### config.mk
export PLATFORM = sky130hd
export DESIGN_NAME = seq_multiplier
export DESIGN_NICKNAME = d
export VERILOG_FILES = /design/src/rtl/seq_multiplier.sv
export SDC_FILE = /design/constraint.sdc
export NUM_CORES = 1
export LEC_CHECK = 0
export ABC_AREA = 1
export CORE_UTILIZATION = 42
export DETAILED_ROUTE_END_ITERATION = 7
export RECOVER_POWER = 25
export SYNTH_ARGS = -nofsm -noshare
export SYNTH_HDL_FRONTEND = slang
export SYNTH_SLANG_ARGS = --single-unit
### constraint.sdc
create_clock -name clk -period 3.1 [get_ports clk]
set_clock_uncertainty 0.2 [all_clocks]
set_input_delay 0.93 -clock clk [delete_from_list [all_inputs] [get_ports clk]]
set_output_delay 0.93 -clock clk [all_outputs]
set_load 0.01 [all_outputs]
### src/rtl/seq_multiplier.sv
// Iterative shift-add multiplier: WIDTH x WIDTH -> 2*WIDTH, unsigned or two's complement.
// Works on operand magnitudes, one multiplier bit per cycle, and negates the result at the end.
module seq_multiplier #(
  parameter int WIDTH = 8
) (
  input  logic               clk,
  input  logic               rst,
  input  logic               in_valid,
  output logic               in_ready,
  input  logic [WIDTH-1:0]   a,
  input  logic [WIDTH-1:0]   b,
  input  logic               is_signed,
  output logic               out_valid,
  input  logic               out_ready,
  output logic [2*WIDTH-1:0] product
);

  localparam int CW = $clog2(WIDTH);

  localparam logic [1:0] IDLE = 2'd0;
  localparam logic [1:0] CALC = 2'd1;
  localparam logic [1:0] DONE = 2'd2;

  logic [1:0]         state;
  logic [WIDTH-1:0]   mcand;
  logic [WIDTH-1:0]   mplier;
  logic [CW-1:0]      cnt;
  logic [2*WIDTH-1:0] acc;
  logic [2*WIDTH-1:0] addend;
  logic [2*WIDTH-1:0] acc_next;
  logic               neg;

  // Magnitudes stay unsigned, so -2^(WIDTH-1) maps to 2^(WIDTH-1) without overflow.
  always_comb begin
    addend   = {{WIDTH{1'b0}}, mcand} << cnt;
    acc_next = mplier[cnt] ? acc + addend : acc;
  end

  assign in_ready  = (state == IDLE);
  assign out_valid = (state == DONE);

  always_ff @(posedge clk or posedge rst) begin
    if (rst) begin
      state   <= IDLE;
      mcand   <= '0;
      mplier  <= '0;
      cnt     <= '0;
      acc     <= '0;
      neg     <= 1'b0;
      product <= '0;
    end else begin
      case (state)
        IDLE: if (in_valid) begin
          mcand  <= (is_signed && a[WIDTH-1]) ? -a : a;
          mplier <= (is_signed && b[WIDTH-1]) ? -b : b;
          neg    <= is_signed && (a[WIDTH-1] ^ b[WIDTH-1]);
          acc    <= '0;
          cnt    <= '0;
          state  <= CALC;
        end
        CALC: begin
          acc <= acc_next;
          cnt <= cnt + CW'(1);
          // Negating a zero accumulator yields zero, so no special case is needed.
          if (cnt == CW'(WIDTH-1)) begin
            product <= neg ? -acc_next : acc_next;
            state   <= DONE;
          end
        end
        DONE: if (out_ready) state <= IDLE;
        default: state <= IDLE;
      endcase
    end
  end

endmodule

==> metrics.cfg, run 1 <==
[status]
result_of_the_run = finished clean

[place]
buffer_ports.inserted = 38
finalWeightedCongestion = 0.887
dp_hpwl_um = 8350

[logic_synthesis]
post_synth_num_cell_types = 38
syn_avg_cell_area_um2 = 6.82
synth.ff_latch_count = 54
synth_sequential_area_ratio = 0.326
synthArstFlopShare = 1.00
synth_enable_flop_cells = 0
syn-num-nets = 650
ys.flop_type = sky130_fd_sc_hd__dfrtp_1
synth_area_um2 = 4150
synth-warning-count = 0
syn-instance-count = 608

[timing]
pins_over_slew_limit = 0
worst_pin_slew_ns = 0.964
finalCriticalPeriod_ns = 3.09
achievable-frequency_ghz = 0.323
timing.hold.ws_ns = 0.295
max_slew_margin = 0.357
rsz_0062_raised_after_global_routing = yes
count_of_endpoints_failing_setup_in_the_final_report = 0
final.period_utilization = 0.998
report.final.hold_viol_count = 0

[min_path]
worstHoldPathType = register to register

[floorplan]
die-area_um2 = 10300
std_cell_rows = 35
io-pin-count = 39
die-height_um = 101
floorplan.core_area_um2 = 9420
chipWidth_um = 101
initial_core_utilization = 0.441

[finish]
synthToLayoutAreaGrowth_pct = 35.0
multiInputGateArea_um2 = 2750
drive_above_1_share = 0.268
fillerInstances = 868
final_util = 0.595
final_net_count = 749
count_of_antenna_diodes_in_the_layout = 0
register_area_um2 = 1350

[route]
route.detailed.drc = 0
firstDrtPassIters = 4
detail_route.iter0.violations = 212
viasPerCell = 4.88
drtAntennaViolNets = 0
routed_wl_um = 11000
dr_total_vias = 4086
post_drt_wl_per_cell_um = 13.1

[setup_path]
timing.critical_path.required_ns = 3.11
reg2reg_to = product[15]
worst-endpoint-arrival_ns = 3.10
crit-reg2reg-launch = cnt[0]
reg2reg_depth = 21
regToRegSetupSlack_ns = 0.007
worstSetupPathType = register to register
setup.worst_path.end_class = register
cp-endpoint = product[15]
critPathMaxFanout = 6
setup.worst_path.start_class = register
timing.critical_path.from = cnt[0]

[cts]
clk_path_buf_depth = 2
clk-insertion-delay-late_ns = 0.31
cts_num_sinks = 54
cts_tree = done
clockRootBuffer = sky130_fd_sc_hd__clkbuf_8
clkTransAtPathRegs_ns = 0.09
cts_hold_repair.buffers = 0
ctsHtreeMaxLevel = 2
tritoncts.num_buffers = 5

[grt]
grt_start_max_net_pins = 40
grt_remaining_overflow = 0
grt_first_pass_wirelength_um = 18500
vias_in_the_first_global_route = 3976
grt_usage = 0.228
antenna_found_initial = 0

[flow_run]
cap_viol_max_count = 0

-- sequential cells by signal, summed over array words and instances, names as in the netlist --
| name | flops |
|---|---|
| acc | 16 |
| cnt | 3 |
| mcand | 8 |
| mplier | 8 |
| neg | 1 |
| product | 16 |
| state | 2 |
-- final cells by class --
type                    instances  area share
inverters                      79      0.0543
multi-input cells             459       0.491
clock buffers                   8      0.0197
well taps                     129      0.0288
repair buffers                108       0.165
flip-flops and latches         54       0.241
-- worst max-delay path, stage by stage, from the launching register on --
cell	delay, ns
sky130_fd_sc_hd__dfrtp_2	0.44
sky130_fd_sc_hd__buf_6	0.14
sky130_fd_sc_hd__mux2i_4	0.23
sky130_fd_sc_hd__nand2_1	0.10
sky130_fd_sc_hd__o21ai_2	0.08
sky130_fd_sc_hd__mux2i_1	0.11
sky130_fd_sc_hd__ha_1	0.37
sky130_fd_sc_hd__nand2_2	0.09
sky130_fd_sc_hd__buf_4	0.14
sky130_fd_sc_hd__nor2_2	0.11
sky130_fd_sc_hd__and2_1	0.13
sky130_fd_sc_hd__nand2_1	0.07
sky130_fd_sc_hd__nand2_1	0.07
sky130_fd_sc_hd__nand2_1	0.05
sky130_fd_sc_hd__nand3_1	0.10
sky130_fd_sc_hd__nand2_2	0.09
sky130_fd_sc_hd__nor2_2	0.13
sky130_fd_sc_hd__nand2_2	0.07
sky130_fd_sc_hd__nand2_2	0.06
sky130_fd_sc_hd__nand3_1	0.09
sky130_fd_sc_hd__nand3_1	0.09
sky130_fd_sc_hd__nand2_1	0.05
-- layout by cell type (no fill, tap or decap), drive strengths merged --
cell	n
xnor2	3
nand2	204
dlygate4sd3	1
a21oi	14
a22o	1
inv	79
and2	2
fa	1
nor3	6
clkdlybuf4s50	37
nand4	3
a32o	1
ha	20
buf	69
or2	1
nand3	53
dfrtp	54
o41ai	1
o21ai	65
o22ai	6
o21a	1
o31ai	1
xor2	18
mux2i	5
nor4	2
clkbuf	9
nand3b	1
a31oi	1
nor2	49
-- worst min path at each step --
stage                 from           to  cells past startpoint
6_report          mcand[4]     mcand[4]                      2
5_1_grt        product[14]  product[14]                      2
4_1_cts           mcand[4]     mcand[4]                      2
3_5_place_dp      mcand[4]     mcand[4]                      2
3_3_place_gp   product[14]  product[14]                      2
2_1_floorplan    mplier[3]    mplier[3]                      2
-- through the flow --
stage          instance area, um2  worst slack [ns]  setup TNS (ns)  std cells
3_3_place_gp                 5030           -0.0536          -0.155        814
4_1_cts                      5280           -0.0225         -0.0465        826
2_1_floorplan                4150             0.123               0        608
6_report                     5600           0.00673               0        837
5_1_grt                      5600            -0.231           -1.60        837
3_5_place_dp                 5030            -0.166          -0.662        814
-- metal layers --
layer  GRT usage  wire length, um  share of wire
met1       0.340             5650           0.52
met2       0.357             4890           0.45
met3      0.0242              341          0.031
met4      0.0491               73         0.0067
met5           0                0              0
-- cells by family (layout without fill, tap and decap cells) --
| logic type | after synthesis | in the layout | share of synthesized area |
|---|---|---|---|
| xor gates and xnor gates | 21 | 21 | 0.0443 |
| buffers and inverters | 95 | 195 | 0.0938 |
| DFF | 54 | 54 | 0.326 |
| muxes | 5 | 5 | 0.0121 |
| and+or+nand+nor | 321 | 321 | 0.341 |
| AOI/OAI and AO/OA | 91 | 91 | 0.118 |
| adders and majority gates | 21 | 21 | 0.0651 |
-- cell usage after synthesis (all sizes together), types with 3 or more instances --
cell    number  area [um2]
buf          3        36.3
ha          20         250
a21oi       14        70.1
nor2        49         191
xor2        18         158
xnor2        3        26.3
nor3         6        30.0
dfrtp       54        1350
o21ai       65         333
mux2i        5        50.1
nand4        3        18.8
inv         79         304
nand2      204         828
clkbuf      13        48.8
o22ai        6        37.5
nand3       53         308
-- repair_timing --
| action | in CTS | in global routing |
|---|---|---|
| pin swaps | 20 | 39 |
| endpoints found under the setup margin | 9 | 18 |
| gates resized for setup | 47 | 75 |
| endpoints found under the hold margin | 0 | 0 |
| setup buffers | 4 | 11 |
| gates cloned | 0 | 0 |
Power of run 1 is left out: the tool's default activity adds up to more than one toggle a clock period on the data nets, which glitch-free logic cannot reach.
==> run 2: changes to the inputs <==
Settings changed: CTS_CLUSTER_DIAMETER set to 60.
==> results of run 2 <==
No change in the layout: final DEF, timing and power equal those of run 1.
Power of run 2 is left out for the same reason.
==> run 3: changes to the inputs <==
Settings changed: PLACE_DENSITY set to 0.61.
==> metrics.cfg, run 3 (synthesis results as in run 1) <==
[status]
result_of_the_run = complete, but fails checks
violations = setup timing

[cts]
clockRootBuffer = sky130_fd_sc_hd__clkbuf_8
clkTransAtPathRegs_ns = 0.09
tritoncts.num_buffers = 5
clk_path_buf_depth = 2
clk-insertion-delay-late_ns = 0.30
ctsHtreeMaxLevel = 2
cts_tree = done
cts_num_sinks = 54

[timing]
final.period_utilization = 1.02
report.final.hold_viol_count = 0
achievable-frequency_ghz = 0.316
total_neg_setup_slack_ns = -0.172
count_of_endpoints_failing_setup_in_the_final_report = 4
pins_over_slew_limit = 0
finalCriticalPeriod_ns = 3.17
rsz_0062_raised_after_global_routing = yes
max_slew_margin = 0.107
timing.final.ws_setup_ns = -0.0660
worst_pin_slew_ns = 1.34

[route]
detail_route.iter0.violations = 162
viasPerCell = 4.85
route.detailed.drc = 0
routed_wl_um = 10600
post_drt_wl_per_cell_um = 12.9
firstDrtPassIters = 4
dr_total_vias = 3962
drtAntennaViolNets = 0

[finish]
mostFrequentLayoutCells = 162 x sky130_fd_sc_hd__nand2_1, 71 x sky130_fd_sc_hd__inv_1, 53 x sky130_fd_sc_hd__dfrtp_1
layout_commonest_cell = sky130_fd_sc_hd__nand2_1
layout_top_registers = acc (16), product (16)
final_net_count = 729
drive_above_1_share = 0.215
synthToLayoutAreaGrowth_pct = 29.9
count_of_antenna_diodes_in_the_layout = 0

[floorplan]
floorplan.core_area_um2 = 9420
io-pin-count = 39
chipWidth_um = 101
initial_core_utilization = 0.441
die-height_um = 101
die-area_um2 = 10300
std_cell_rows = 35

[setup_path]
crit_top_cell = sky130_fd_sc_hd__nand2_1
critical-path-top-delay-family = simple AND/OR/NAND/NOR gates
setup.worst_path.end_class = register
critPathMaxFanout = 5
crit_path_cell_trace = bufbuf_16, o21ai_4, mux2i_1, mux2i_1, ha_1, nand2_2, inv_1, nand2_1, nand2_2, inv_1, nand2_1, nand2_1, nand2_1, nand2_1, nand2_2, buf_4, o21ai_2, nand4_1, nand3_1, nand2_1
setup.worst_path.start_class = register
worstSetupPathType = register to register
timing.critical_path.required_ns = 3.10
timing.critical_path.slowest_cell_delay_ns = 0.45
worst_path_max_delay_cell = sky130_fd_sc_hd__dfrtp_2
worst-endpoint-arrival_ns = 3.16
buffers_inverters_on_critical_path = 4

[place]
dp_hpwl_um = 8180
finalWeightedCongestion = 0.842
buffer_ports.inserted = 38

[grt]
grt_start_max_net_pins = 55
grt_first_pass_wirelength_um = 17600
grt_remaining_overflow = 0
antenna_found_initial = 0
grt_usage = 0.218
vias_in_the_first_global_route = 3635

[min_path]
worstHoldPathType = register to register

[flow_run]
cap_viol_max_count = 0

[run 3: changes by cell type in the layout (fill, tap and decap cells not counted), moves of 3 or more]
cell / change
sky130_fd_sc_hd__nor2_2: -4
sky130_fd_sc_hd__o21ai_2: -5
sky130_fd_sc_hd__o21ai_1: +4
sky130_fd_sc_hd__nand3_2: -3
sky130_fd_sc_hd__nand3_1: +3
sky130_fd_sc_hd__nor3_2: -3
sky130_fd_sc_hd__buf_6: -5
sky130_fd_sc_hd__buf_4: -17
sky130_fd_sc_hd__nor2_1: +3
[run 3: layer usage]
layer | vias up | GRT usage | wire (um)
met5 | - | 0 | 0
met1 | 1771 | 0.329 | 5480
met3 | 7 | 0.0235 | 368
li1 | 2111 | - | -
met4 | 0 | 0.0401 | 68
met2 | 73 | 0.340 | 4660
[run 3: per-stage QoR]
step / setup WS [ns] / utilization / instances / hold WS, ns / cell area, um2
detailed placement: -0.304 / 0.521 / 795 / 0.268 / 4900
finish: -0.0660 / 0.573 / 817 / 0.291 / 5390
global route: -0.238 / 0.573 / 817 / 0.319 / 5390
global placement: -0.152 / 0.521 / 795 / 0.264 / 4900
floorplan: 0.123 / - / 608 / 0.253 / 4150
CTS: -0.0717 / 0.551 / 811 / 0.299 / 5180
[run 3: worst paths after layout]
check	start	to	slack [ns]	depth (start not counted)
worst max-delay path	cnt[0]	product[14]	-0.07	20
worst min-delay path	product[11]	product[11]	0.29	2
worst max register to register	cnt[0]	product[14]	-0.07	20
worst min register to register	product[11]	product[11]	0.29	2
max in group asynchronous	rst	cnt[0]	0.50	3
min in group asynchronous	rst	product[11]	1.31	3
[run 3: worst reg2reg max path, delay by kind of cell (launching register included)]
kind / cells / cell delay [ns]
mux: 2 / 0.35
fa+ha+maj: 1 / 0.34
compound gates: 2 / 0.32
simple gates: 11 / 0.86
flops: 1 / 0.45
buf+inv: 4 / 0.54
[run 3: what timing repair did]
item                       CTS  global route
pin swaps                   17            41
gates cloned                 1             0
setup endpoints to repair   12            16
buffers inserted             7             6
gates resized for setup     43            54
hold buffers                 0             0
[run 3: layout make-up]
cell class	instances	area, um2
Clock buffer	7	86.3
Multi-Input combinational cell	459	2690
Inverter	79	304
Sequential cell	54	1350
Timing Repair Buffer	88	791
Clock inverter	1	5.00
Tap cell	129	161
Fill cell	904	4020
Power of run 3 is left out for the same reason.
